--- src/rtl/alu_seq.sv ---
// Registered ALU: single-cycle add/sub/logic/compare plus iterative shift-add
// multiply and restoring divide behind a start/busy/done handshake.
module alu_seq #(
    parameter int WIDTH = 8,
    parameter int OPW   = 5
) (
    input  logic             clk,
    input  logic             rst,
    input  logic             start,
    input  logic [OPW-1:0]   op,
    input  logic [WIDTH-1:0] a,
    input  logic [WIDTH-1:0] b,
    output logic             busy,
    output logic             done,
    output logic [WIDTH-1:0] result,
    output logic [WIDTH-1:0] result_hi,
    output logic             carry,
    output logic             ovf,
    output logic             zero,
    output logic             neg,
    output logic             dbz,
    output logic             illegal
);
    localparam int CW = $clog2(WIDTH + 1);

    localparam logic [1:0] S_IDLE = 2'd0;
    localparam logic [1:0] S_MUL  = 2'd1;
    localparam logic [1:0] S_DIV  = 2'd2;

    localparam logic [OPW-1:0] OP_ADD  = OPW'(0);
    localparam logic [OPW-1:0] OP_SUB  = OPW'(1);
    localparam logic [OPW-1:0] OP_MUL  = OPW'(2);
    localparam logic [OPW-1:0] OP_DIV  = OPW'(3);
    localparam logic [OPW-1:0] OP_AND  = OPW'(4);
    localparam logic [OPW-1:0] OP_NAND = OPW'(5);
    localparam logic [OPW-1:0] OP_OR   = OPW'(6);
    localparam logic [OPW-1:0] OP_XOR  = OPW'(7);
    localparam logic [OPW-1:0] OP_CMP  = OPW'(8);
    localparam logic [OPW-1:0] OP_NOT  = OPW'(9);

    logic [1:0]         r_state;
    logic [CW-1:0]      r_cnt;
    logic [2*WIDTH-1:0] r_acc;
    logic [2*WIDTH-1:0] r_mc;
    logic [WIDTH-1:0]   r_q;
    logic [WIDTH-1:0]   r_rem;
    logic [WIDTH-1:0]   r_b;

    logic               r_done;
    logic [WIDTH-1:0]   r_result;
    logic [WIDTH-1:0]   r_result_hi;
    logic               r_carry;
    logic               r_ovf;
    logic               r_zero;
    logic               r_neg;
    logic               r_dbz;
    logic               r_illegal;

    logic [WIDTH:0]     w_add;
    logic [WIDTH:0]     w_sub;
    logic [2*WIDTH-1:0] w_acc_nx;
    logic [WIDTH:0]     w_dsh;
    logic [WIDTH:0]     w_dtr;
    logic [WIDTH-1:0]   w_rem_nx;
    logic [WIDTH-1:0]   w_quo_nx;
    logic               w_last;

    logic               w_fin;
    logic [WIDTH-1:0]   w_res;
    logic [WIDTH-1:0]   w_hi;
    logic               w_c;
    logic               w_v;
    logic               w_dbz;
    logic               w_ill;
    logic [1:0]         w_nstate;

    assign w_add = {1'b0, a} + {1'b0, b};
    assign w_sub = {1'b0, a} - {1'b0, b};

    // r_q holds the multiplier (shifted right) during MUL and the dividend/quotient during DIV
    assign w_acc_nx = r_q[0] ? (r_acc + r_mc) : r_acc;
    assign w_dsh    = {r_rem, r_q[WIDTH-1]};
    assign w_dtr    = w_dsh - {1'b0, r_b};
    assign w_rem_nx = w_dtr[WIDTH] ? w_dsh[WIDTH-1:0] : w_dtr[WIDTH-1:0];
    assign w_quo_nx = {r_q[WIDTH-2:0], ~w_dtr[WIDTH]};
    assign w_last   = (r_cnt == CW'(WIDTH - 1));

    always_comb begin
        w_fin    = 1'b0;
        w_res    = '0;
        w_hi     = '0;
        w_c      = 1'b0;
        w_v      = 1'b0;
        w_dbz    = 1'b0;
        w_ill    = 1'b0;
        w_nstate = r_state;
        case (r_state)
            S_IDLE: begin
                if (start) begin
                    w_fin = 1'b1;
                    case (op)
                        OP_ADD: begin
                            w_res = w_add[WIDTH-1:0];
                            w_c   = w_add[WIDTH];
                            w_v   = (a[WIDTH-1] == b[WIDTH-1]) && (w_add[WIDTH-1] != a[WIDTH-1]);
                        end
                        OP_SUB: begin
                            w_res = w_sub[WIDTH-1:0];
                            w_c   = w_sub[WIDTH];
                            w_v   = (a[WIDTH-1] != b[WIDTH-1]) && (w_sub[WIDTH-1] != a[WIDTH-1]);
                        end
                        OP_MUL: begin
                            w_fin    = 1'b0;
                            w_nstate = S_MUL;
                        end
                        OP_DIV: begin
                            if (b == '0) begin
                                w_res = '1;
                                w_hi  = a;
                                w_dbz = 1'b1;
                            end else begin
                                w_fin    = 1'b0;
                                w_nstate = S_DIV;
                            end
                        end
                        OP_AND:  w_res = a & b;
                        OP_NAND: w_res = ~(a & b);
                        OP_OR:   w_res = a | b;
                        OP_XOR:  w_res = a ^ b;
                        OP_CMP:  w_res = (a > b) ? WIDTH'(1) : ((a < b) ? '1 : '0);
                        OP_NOT:  w_res = ~a;
                        default: w_ill = 1'b1;
                    endcase
                end
            end
            S_MUL: begin
                if (w_last) begin
                    w_fin    = 1'b1;
                    w_res    = w_acc_nx[WIDTH-1:0];
                    w_hi     = w_acc_nx[2*WIDTH-1:WIDTH];
                    w_c      = |w_acc_nx[2*WIDTH-1:WIDTH];
                    w_nstate = S_IDLE;
                end
            end
            S_DIV: begin
                if (w_last) begin
                    w_fin    = 1'b1;
                    w_res    = w_quo_nx;
                    w_hi     = w_rem_nx;
                    w_nstate = S_IDLE;
                end
            end
            default: w_nstate = S_IDLE;
        endcase
    end

    always_ff @(posedge clk) begin
        if (rst) begin
            r_state     <= S_IDLE;
            r_cnt       <= '0;
            r_acc       <= '0;
            r_mc        <= '0;
            r_q         <= '0;
            r_rem       <= '0;
            r_b         <= '0;
            r_done      <= 1'b0;
            r_result    <= '0;
            r_result_hi <= '0;
            r_carry     <= 1'b0;
            r_ovf       <= 1'b0;
            r_zero      <= 1'b0;
            r_neg       <= 1'b0;
            r_dbz       <= 1'b0;
            r_illegal   <= 1'b0;
        end else begin
            r_state <= w_nstate;
            r_done  <= w_fin;
            if (w_fin) begin
                r_result    <= w_res;
                r_result_hi <= w_hi;
                r_carry     <= w_c;
                r_ovf       <= w_v;
                r_zero      <= (w_res == '0);
                r_neg       <= w_res[WIDTH-1];
                r_dbz       <= w_dbz;
                r_illegal   <= w_ill;
            end
            if (r_state == S_IDLE) begin
                r_cnt <= '0;
                if (start) begin
                    r_acc <= '0;
                    r_mc  <= {{WIDTH{1'b0}}, a};
                    r_q   <= (op == OP_MUL) ? b : a;
                    r_rem <= '0;
                    r_b   <= b;
                end
            end else begin
                r_cnt <= r_cnt + CW'(1);
                if (r_state == S_MUL) begin
                    r_acc <= w_acc_nx;
                    r_mc  <= r_mc << 1;
                    r_q   <= r_q >> 1;
                end else begin
                    r_rem <= w_rem_nx;
                    r_q   <= w_quo_nx;
                end
            end
        end
    end

    assign busy      = (r_state != S_IDLE);
    assign done      = r_done;
    assign result    = r_result;
    assign result_hi = r_result_hi;
    assign carry     = r_carry;
    assign ovf       = r_ovf;
    assign zero      = r_zero;
    assign neg       = r_neg;
    assign dbz       = r_dbz;
    assign illegal   = r_illegal;

endmodule

--- config.mk ---
export PLATFORM = sky130hd
export DESIGN_NAME = alu_seq
export DESIGN_NICKNAME = d
export VERILOG_FILES = /design/src/rtl/alu_seq.sv
export SDC_FILE = /design/constraint.sdc
export NUM_CORES = 1
export LEC_CHECK = 0
export ABC_AREA = 0
export CAP_MARGIN = 10
export CORE_ASPECT_RATIO = 0.75
export CORE_MARGIN = 4
export CORE_UTILIZATION = 32
export CTS_BUF_LIST = sky130_fd_sc_hd__clkbuf_2 sky130_fd_sc_hd__clkbuf_4 sky130_fd_sc_hd__clkbuf_8
export DETAILED_ROUTE_END_ITERATION = 10
export HOLD_SLACK_MARGIN = 0.02
export PLACE_DENSITY_LB_ADDON = 0.12
export REMOVE_ABC_BUFFERS = 1
export SLEW_MARGIN = 20
export SYNTH_ARGS = -nofsm -noshare
export SYNTH_HDL_FRONTEND = slang
export SYNTH_SLANG_ARGS = --single-unit
--- constraint.sdc ---
create_clock -name clk -period 4.4 [get_ports clk]
set_input_delay 1.1 -clock clk [delete_from_list [all_inputs] [get_ports clk]]
set_output_delay 1.1 -clock clk [all_outputs]
set_load 0.02 [all_outputs]
After elaboration in Yosys (flattened, before gate mapping)
Index checks and enable logic that the tools add are counted.
{"block": "word_totals", "regBits": 85, "in_bits": 24, "output_inout_bits": 24, "wordCells": 118}
{"block": "op_classes", "n_addsub": 5, "magnitude_cmp": 2, "eq_ne": 21, "muxes": 52, "bitwise": 6, "reduce_logical": 16}
{"op": "2-to-1 mux 8 bit", "n": 19}
{"op": "2-to-1 mux 16 bit", "n": 7}
{"op": "case mux 8 bit (9 select lines)", "n": 1}
{"op": "case mux 8 bit (3 select lines)", "n": 2}
{"op": "equality test 5 x 3 -> 1 bit, second input constant", "n": 4}
{"op": "adder 16 bit", "n": 1}
{"op": "zero test 8 bit", "n": 2}
{"op": "NOT 8 bit", "n": 2}
{"op": "2-to-1 mux 1 bit", "n": 13}
{"op": "equality test 5 x 2 -> 1 bit, second input constant", "n": 2}
{"op": "equality test 5 x 4 -> 1 bit, second input constant", "n": 2}
{"op": "case mux 1 bit (2 select lines)", "n": 5}
{"op": "OR reduction 10 bit", "n": 1}
{"op": "adder 8 x 8 -> 9 bit", "n": 1}
{"op": "subtractor 8 x 8 -> 9 bit", "n": 1}
{"op": "subtractor 9 x 8 -> 9 bit", "n": 1}
{"op": "bitwise AND 8 bit", "n": 1}
{"op": "> comparator 8 bit", "n": 1}
{"op": "< comparator 8 bit", "n": 1}
{"op": "bitwise OR 8 bit", "n": 1}
{"op": "case mux 2 bit (2 select lines)", "n": 2}
{"op": "OR reduction 8 bit", "n": 1}
{"op": "XOR 8 bit", "n": 1}
{"op": "2-to-1 mux 2 bit", "n": 3}
{"op": "19 further kinds", "n": 27}

Longest topological paths before layout
Gate-level depths: netlist of run 1.
{"block": "depth", "word_depth": 7, "mapped_depth": 13, "depth_no_buf": 12}

Least setup slack after synthesis of run 1
No wires, ideal clock.
{"block": "synth_path", "path_type": "input to register", "from": "in a[0]", "to": "reg r_zero, in the netlist zero", "setup_ns": 0.060, "t_arrival_ns": 3.241, "t_required_ns": 4.340, "setup_slack_ns": 1.099, "cell_stages": 10, "n_path_buf": 0, "path_cell_list": "ha_1 > fa_1 > a211oi_1 > o21bai_1 > o221ai_1 > nor2b_1 > a2111oi_0 > o21ai_0 > nor4_1 > a41o_1"}
{"block": "synth_between", "elab_chain_len": 7, "elab_cells_between_ends": 15, "cone_classes": "2 x add/sub; 2 x order compare; 5 x mux; 5 x bitwise; 1 x reduce/logical"}
{"item": "from (decl)", "line_no": "11", "source": "input logic [WIDTH-1:0] a,"}
{"item": "< comparator 8 bit", "line_no": "130", "source": "OP_CMP: w_res = (a > b) ? WIDTH'(1) : ((a < b) ? '1 : '0);"}
{"item": "2-to-1 mux 8 bit (2 in a row)", "line_no": "130"}
{"item": "case mux 8 bit (9 select lines) (*)", "line_no": "101", "source": "case (op)"}
{"item": "2-to-1 mux 8 bit (*)", "line_no": "99", "source": "if (start) begin"}
{"item": "case mux 8 bit (3 select lines) (*)", "line_no": "97", "source": "case (r_state)"}
{"item": "zero test 8 bit (*)", "line_no": "183", "source": "r_zero <= (w_res == '0);"}
{"item": "to (signal assigned)", "line_no": "183"}
{"item": "to (decl)", "line_no": "54", "source": "logic r_zero;"}
Every way passes the cells marked *; elsewhere a longest branch is shown, timed or not.
A chain may end at the register's enable or synchronous reset.

Worst setup path in the final report of run 1
{"block": "layout_path", "from": "in b[1]", "to": "reg r_zero, in the netlist zero"}
{"block": "layout_between", "elab_chain_len": 7, "elab_cells_between_ends": 20, "cone_classes": "2 x add/sub; 2 x order compare; 10 x mux; 4 x bitwise; 2 x reduce/logical"}
{"item": "from (decl)", "line_no": "12", "source": "input logic [WIDTH-1:0] b,"}
{"item": "< comparator 8 bit", "line_no": "130"}
{"item": "2-to-1 mux 8 bit (2 in a row)", "line_no": "130"}
{"item": "case mux 8 bit (9 select lines)", "line_no": "101"}
{"item": "2-to-1 mux 8 bit", "line_no": "99"}
{"item": "case mux 8 bit (3 select lines)", "line_no": "97"}
{"item": "zero test 8 bit", "line_no": "183"}
Parallel ways exist; a longest one is shown, timed or not.

==> out/metrics.csv, run 1 <==
stage,metric,value,unit
run_status,status,completed,
routing,drt wl/cell,19.81,um
place,Place WS,0.1682,ns
grt,initial antenna violation count,0,
worst_setup_path,CP cell instances,clkdlybuf4s50_1 -> inv_1 -> ha_1 -> o21bai_1 -> a211oi_1 -> a211oi_1 -> o21ai_1 -> nor3_1 -> o221ai_1 -> nor4_1 -> a41o_1,
grt,grt ovf,0,
worst_setup_path,"Max FO, Critical Path",7,
logic_synthesis,Synth cell types,71,
clocking,clock root buffer,clkbuf_8,
floorplan,Die Y,131.0,um
timing,final setup fails,0,
logic_synthesis,sequential area share after synthesis,0.2607,
worst_setup_path,WP data required,4.68,ns
clocking,Clock Sinks,84,
place,count of buffers from port buffering,47,
clocking,Post-CTS Setup Inserts,0,
timing,Final WS setup,0.5295,ns
floorplan,chip width,171.9,um
floorplan,total die area,22510,um^2
routing,Total Wirelength,22760,um
logic_synthesis,Synth Warn #,0,
worst_setup_path,"Slowest-stage cell, CP",clkdlybuf4s50_1,
clocking,H-Tree Depth,3,
worst_hold_path,Min-Delay Endpoint,r_cnt[0]$_SDFF_PP0_,
worst_setup_path,critical path arrival,4.15,ns
cells_and_area,antenna cells,0,
floorplan,FP Rows,44,
cells_and_area,Final nets,971,
routing,drt first pass iters,5,
worst_hold_path,Hold Startpoint,r_cnt[0]$_SDFF_PP0_,
grt,number of global-route vias before repair,6001,
timing,Fmax,0.2584,GHz
logic_synthesis,synthesized area per cell,7.697,um^2
logic_synthesis,Mapped Area,6450,um^2
timing,period utilisation layout,0.8796,
timing,Worst Skew,0.006887,ns
routing,vias per inst,5.547,
clocking,TritonCTS clock tree,built,
logic_synthesis,top_reg_cell synth,dfxtp_1,
timing,max-slew violation count,0,
worst_setup_path,type of origin of the critical path,primary input,
timing,Slew @ Worst Pin,0.7413,ns
cells_and_area,proportion of layout cells with a drive suffix above 1,0.07813,
clocking,Clock Latency Late Sink,0.38,ns
cells_and_area,"non-filler cells, final",1149,
power_and_ir_drop,Peak VDD IR,0.1611,mV
grt,first-pass GRT wire length,35770,um
worst_setup_path,worst r2r dst,carry$_SDFFE_PP0P_,
clocking,clock-pin slew on the worst setup and hold paths,0.09,ns
worst_setup_path,R2R cell count,10,
power_and_ir_drop,total power,1.968,mW
logic_synthesis,"EDFF count, synth",0,
routing,via count,6374,
floorplan,core footprint,19600,um^2
timing,unrepaired setup endpoints after global routing,no,
timing,"Hold Vio Cnt, Final",0,
worst_setup_path,Reg2Reg Setup Slack,1.16,ns
worst_setup_path,RR Startpoint,r_mc[0]$_SDFFE_PP0P_,
routing,First DRT Iteration DRCs,527,
place,hpwl dp,17690,um
worst_setup_path,most frequent CP cell,a211oi_1,
logic_synthesis,Post-Syn Instances,838,
floorplan,IO Count,48,
power_and_ir_drop,Pleak,3.082,nW
clocking,Clock Path Buffers,2,
logic_synthesis,Synth async-reset ratio,0,
routing,DRC,0,
timing,Fin Setup TNS,0,ns
grt,largest net degree at the start of global routing,50,
worst_hold_path,Hold Crit Depth,1,
worst_hold_path,Hold Crit Class,reg2reg,
timing,Rel. slew slack,0.5058,
worst_setup_path,max incr delay on CP,0.64,ns
grt,Tot GR Track Use,0.2069,
timing,crit path time final,3.870,ns
cells_and_area,Layout area overhead,17.38,%
place,global placer's final weighted congestion,0.9565,
worst_setup_path,crit path kind,in2reg,
clocking,cts bufs inserted,9,
power_and_ir_drop,power density over the cells,259.9,nW/um^2
routing,post-detailed-route count of antenna-violating nets,0,
logic_synthesis,count of state elements after synthesis,84,
clocking,Hold Buf Count CTS,0,
place,# placed instances,1133,
run,MaxCap Viol Count,0,
clocking,PostCTS Resize Cnt,0,
worst_setup_path,CP endpoint kind,register,
floorplan,Initial Util,0.3291,
## where the power goes
part / leakage (nW) / internal, mW / switching [mW]
clock network: 0.106 / 0.295 / 0.313
registers: 0.686 / 0.792 / 0.0289
logic: 2.29 / 0.219 / 0.320
## registers in the layout, indices dropped and copies added, names as in the netlist
| register | cells |
|---|---|
| r_acc | 16 |
| r_mc | 16 |
| r_b | 8 |
| r_q | 8 |
| r_rem | 8 |
| result | 8 |
| result_hi | 8 |
| r_cnt | 4 |
| r_state | 2 |
| carry | 1 |
| dbz | 1 |
| done | 1 |
| illegal | 1 |
| ovf | 1 |
| zero | 1 |
## kinds of logic after synthesis
logic type | after synthesis | synth area share
and+or+nand+nor | 285 | 0.2054
adders and majority gates | 56 | 0.1133
muxes | 25 | 0.03918
DFF | 84 | 0.2607
AOI/OAI and AO/OA | 269 | 0.2844
xor gates and xnor gates | 32 | 0.04345
buffers and inverters | 87 | 0.05354
## placed cells by master (no fill, tap or decap), types with 6 or more instances in the layout
cell	Yosys	layout
nor2_1	106	106
dfxtp_1	84	84
nand2_1	69	69
a21oi_1	68	68
ha_1	52	52
clkdlybuf4s50_1	0	46
buf_4	1	42
inv_1	38	38
a211oi_1	36	36
o21ai_0	33	33
nor3_1	27	27
mux2i_1	23	23
a22oi_1	19	19
xnor2_1	19	19
a21o_1	15	15
nand3_1	14	14
xor2_1	13	13
nand2b_1	12	12
nor2b_1	11	11
o211ai_1	11	11
clkbuf_8	0	11
a221oi_1	10	10
o22ai_1	9	9
a31oi_1	8	8
and2_1	7	7
or2_2	6	6
and3_1	6	6
nor4_1	6	6
nor3b_1	6	6
## worst max-delay path, delay by kind of cell
family          cells  cell delay, ns
compound gates      6            1.57
fa+ha+maj           1            0.41
buf+inv             2            0.82
simple gates        2            0.25
## area by class of cell
cell class                 instances  area, um^2
clock buffer                      11       151.4
clock inverter                     5       60.06
fill                            2110       12030
inverter                          40       150.1
multi-input combinational        667        4431
sequential                        84        1682
tap                              253       316.6
timing repair buffer              89       780.7
## synthesized netlist by cell type (7+ instances only)
master	instances	area, um^2
ha_1	52	650.6
mux2i_1	23	230.2
o21ai_0	33	165.2
nand2b_1	12	75.07
xnor2_1	19	166.4
and2_1	7	43.79
a21o_1	15	112.6
nand2_1	69	259.0
inv_1	38	142.6
clkbuf_1	35	131.4
nor2b_1	11	68.82
nor2_1	106	397.9
nor3_1	27	135.1
xor2_1	13	113.9
a22oi_1	19	142.6
a21oi_1	68	340.3
o211ai_1	11	82.58
nand3_1	14	70.07
a211oi_1	36	270.3
dfxtp_1	84	1682
o22ai_1	9	56.30
a221oi_1	10	87.58
a31oi_1	8	50.05
## worst max path at each step
stage | start | to | slack [ns] | cells after the start
floorplan | r_state[0]$_SDFFE_PP0P_ | result_hi[0]$_SDFFE_PP0P_ | 0.45 | 7
global placement | b[1] | zero$_SDFFE_PP0P_ | 0.25 | 11
detailed placement | b[1] | zero$_SDFFE_PP0P_ | 0.17 | 11
CTS | b[1] | zero$_SDFFE_PP0P_ | 0.55 | 11
global route | b[4] | zero$_SDFFE_PP0P_ | 0.29 | 12
finish | b[1] | zero$_SDFFE_PP0P_ | 0.53 | 11
## metal layers
layer  routed length (um)  share of wire  vias up  global-route usage
met4                  332          0.015        0             0.04482
met3                 1616          0.071       26             0.05383
met1                11940           0.52     2979              0.3236
met2                 8872           0.39      193              0.2797
met5                    0              0        -                   0
li1                     -              -     3176                   -
## stage by stage
stage / hold WS [ns] / utilization / area (um^2)
after global routing: 0.4901 / 0.3863 / 7571
after global placement: 0.4447 / 0.3755 / 7360
after floorplan: 0.4220 / - / 6255
final: 0.4592 / 0.3863 / 7571
after CTS: 0.4605 / 0.3863 / 7571
after detailed placement: 0.4476 / 0.3755 / 7360
Note: power is estimated with default switching activity, not from simulation.
==> run 2: changes to the inputs <==
Settings changed: ABC_AREA 0 to 1, PLACE_DENSITY_LB_ADDON 0.12 to default.
==> run 2 against run 1 <==
Against the previous run: synthesized area increased by 5.1%; via count increased by 12%; cell count increased by 23%; worst setup slack improved by 0.16 ns; non-clock buffer count decreased by 24.
==> out/metrics.csv, run 2 <==
stage,metric,value,unit,change
cells_and_area,antenna cells,0,,unchanged
logic_synthesis,Synth cell types,43,,was 71
timing,Slew @ Worst Pin,1.032,ns,was 0.7413 ns
timing,final setup fails,0,,unchanged
worst_setup_path,crit path kind,in2reg,,unchanged
worst_setup_path,WP data required,4.68,ns,about the same
clocking,clock-pin slew on the worst setup and hold paths,0.08,ns,was 0.09 ns
routing,drt first pass iters,6,,was 5
floorplan,IO Count,48,,unchanged
worst_setup_path,most frequent CP cell,nand3_1,,was a211oi_1
timing,period utilisation layout,0.8432,,was 0.8796
timing,final hold slack,0.4531,ns,was 0.4592 ns
logic_synthesis,most common cell in the netlist,nand2_1,,was nor2_1
place,Place WS,0.4219,ns,was 0.1682 ns
floorplan,Initial Util,0.3306,,was 0.3291
grt,first-pass GRT wire length,36420,um,"was 35,770 um"
logic_synthesis,synthesized area per cell,6.269,um^2,was 7.697 um^2
logic_synthesis,Mapped Area,6776,um^2,was 6450 um^2
power_and_ir_drop,Peak VDD IR,0.1725,mV,was 0.1611 mV
clocking,cts bufs inserted,9,,unchanged
power_and_ir_drop,power density over the cells,247.9,nW/um^2,was 259.9 nW/um^2
timing,Fin Setup TNS,0,ns,unchanged
worst_setup_path,CP cell instances,clkdlybuf4s50_1 -> inv_1 -> ha_1 -> nor2_2 -> nand3_1 -> nand3_1 -> nand2_1 -> nand3_2 -> nand4_1 -> a21oi_1 -> nand3_1 -> nor2_1 -> nand3_1 -> a21oi_1,,was clkdlybuf4s50_1 -> inv_1 -> ha_1 -> o21bai_1 -> a211oi_1 -> a211oi_1 -> o21ai_1 -> nor3_1 -> o221ai_1 -> nor4_1 -> a41o_1
worst_setup_path,critical path arrival,3.99,ns,was 4.15 ns
grt,grt ovf,0,,unchanged
logic_synthesis,top_reg_cell synth,dfxtp_1,,unchanged
worst_setup_path,type of origin of the critical path,primary input,,unchanged
timing,Worst Skew,0.02332,ns,was 0.006887 ns
clocking,H-Tree Depth,3,,unchanged
grt,initial antenna violation count,0,,unchanged
clocking,clock root buffer,clkbuf_8,,unchanged
timing,Rel. slew slack,0.3097,,was 0.5058
logic_synthesis,Post-synth top cells,"nand2_1 (296), inv_1 (136), nand3_1 (107)",,"was nor2_1 (106), dfxtp_1 (84), nand2_1 (69)"
logic_synthesis,Synth async-reset ratio,0,,unchanged
timing,unrepaired setup endpoints after global routing,no,,unchanged
grt,Tot GR Track Use,0.1925,,was 0.2069
logic_synthesis,Post-Syn Instances,1081,,was 838
worst_setup_path,"CP delay by family, top",simple AND/OR/NAND/NOR gates,,was compound AO/OA/AOI/OAI gates
routing,drt wl/cell,16.18,um,was 19.81 um
routing,post-detailed-route count of antenna-violating nets,0,,unchanged
worst_hold_path,Hold Crit Class,reg2reg,,unchanged
logic_synthesis,count of state elements after synthesis,84,,unchanged
clocking,Clock Path Buffers,2,,unchanged
run,MaxCap Viol Count,0,,unchanged
worst_setup_path,"Max FO, Critical Path",12,,was 7
clocking,Clock Latency Late Sink,0.37,ns,was 0.38 ns
cells_and_area,proportion of layout cells with a drive suffix above 1,0.07016,,was 0.07813
floorplan,total die area,23590,um^2,"was 22,510 um^2"
floorplan,chip width,176.0,um,was 171.9 um
cells_and_area,Final nets,1201,,was 971
floorplan,core footprint,20490,um^2,"was 19,600 um^2"
clocking,Post-CTS Setup Inserts,0,,unchanged
timing,max-slew violation count,0,,unchanged
timing,"Hold Vio Cnt, Final",0,,unchanged
routing,First DRT Iteration DRCs,746,,was 527
logic_synthesis,Synth Warn #,0,,unchanged
cells_and_area,Layout area overhead,14.44,%,was 17.38%
logic_synthesis,"EDFF count, synth",0,,unchanged
worst_setup_path,max incr delay on CP,0.71,ns,was 0.64 ns
routing,Total Wirelength,22780,um,"was 22,760 um"
clocking,Clock Sinks,84,,unchanged
grt,number of global-route vias before repair,6544,,"was 6,001"
place,count of buffers from port buffering,47,,unchanged
cells_and_area,Regs by FF count,"r_acc (16), r_mc (16)",,unchanged
logic_synthesis,sequential area share after synthesis,0.2482,,was 0.2607
logic_synthesis,cell taking the most area after synthesis,dfxtp_1,,unchanged
routing,via count,7135,,"was 6,374"
place,global placer's final weighted congestion,1.015,,was 0.9565
routing,DRC,0,,unchanged
floorplan,FP Rows,45,,was 44
worst_setup_path,Bufs and invs on worst path,2,,unchanged
worst_setup_path,"Slowest-stage cell, CP",clkdlybuf4s50_1,,unchanged
place,hpwl dp,18150,um,"was 17,690 um"
cells_and_area,"Core Util, Final",0.3784,,was 0.3863
grt,largest net degree at the start of global routing,39,,was 50
timing,Final WS setup,0.6901,ns,was 0.5295 ns
logic_synthesis,share of the synthesized area in the top cell type,0.2482,,was 0.2607
power_and_ir_drop,Pleak,3.558,nW,was 3.082 nW
clocking,PostCTS Resize Cnt,0,,unchanged
timing,Fmax,0.2695,GHz,was 0.2584 GHz
cells_and_area,most frequent cells in the layout,"nand2_1 (296), inv_1 (136), nand3_1 (107)",,"was nor2_1 (106), dfxtp_1 (84), nand2_1 (69)"
logic_synthesis,Area contributors post-synth,"dfxtp_1 (25%), nand2_1 (16%), ha_1 (9.6%), nand3_1 (7.9%), inv_1 (7.5%)",,"was dfxtp_1 (26%), ha_1 (10%), nor2_1 (6.2%), a21oi_1 (5.3%), a211oi_1 (4.2%)"
worst_setup_path,CP endpoint kind,register,,unchanged
cells_and_area,"commonest non-fill, non-tap cell in the layout",nand2_1,,was nor2_1
clocking,TritonCTS clock tree,built,,unchanged
run_status,status,completed,,unchanged
clocking,Hold Buf Count CTS,0,,unchanged
routing,vias per inst,5.067,,was 5.547
timing,crit path time final,3.710,ns,was 3.870 ns
floorplan,Die Y,134.0,um,was 131.0 um
[run 2: worst reg2reg max path, stage by stage, from the launching register on]
cell     delay (ns)
dfxtp_1        0.39
inv_1          0.08
ha_1           0.21
inv_1          0.42
nor2_2         0.22
nor2_1         0.83
inv_1          0.67
a32o_1         0.43
[run 2: where the power goes]
part	leakage [nW]	switching (mW)	internal (mW)
Sequential	0.685	0.0222	0.791
Combinational	2.77	0.330	0.169
Clock	0.106	0.332	0.279
Total	3.56	0.684	1.24
[run 2: kinds of logic after synthesis]
group                    synth area share
AND/OR/NAND/NOR                    0.3449
adder cells (fa/ha/maj)            0.1078
XOR/XNOR                          0.01680
flip-flops                         0.2482
buffers and inverters              0.1110
AO/OA/AOI/OAI                      0.1713
[run 2: final timing paths]
kind / startpoint / depth (start not counted) / slack [ns] / to
worst max register to register: r_state[0]$_SDFFE_PP0P_ / 7 / 1.07 / r_acc[11]$_SDFFE_PP0P_
worst max-delay path: a[3] / 14 / 0.69 / zero$_SDFFE_PP0P_
worst min-delay path: r_cnt[0]$_SDFF_PP0_ / 1 / 0.45 / r_cnt[0]$_SDFF_PP0_
worst min register to register: r_cnt[0]$_SDFF_PP0_ / 1 / 0.45 / r_cnt[0]$_SDFF_PP0_
[run 2: routing by layer]
layer	GRT usage	share of wire
met2	0.2660	0.39
met3	0.03719	0.072
met5	0	0
met1	0.3091	0.53
met4	0.02857	0.0063
[run 2: final cells by class]
type	count	area (um^2)
inverter	149	561.8
clock buffer	9	123.9
multi-input combinational	812	4345
clock inverter	7	88.84
tap	282	352.8
timing repair buffer	65	600.6
fill	2231	12740
sequential	84	1682
[run 2: stage by stage]
stage	instances	area, um^2	power, mW
6_report	1408	7755	1.923
5_1_grt	1408	7755	2.023
4_1_cts	1408	7752	1.922
3_5_place_dp	1392	7540	1.319
3_3_place_gp	1392	7540	1.325
2_1_floorplan	1045	6586	1.127
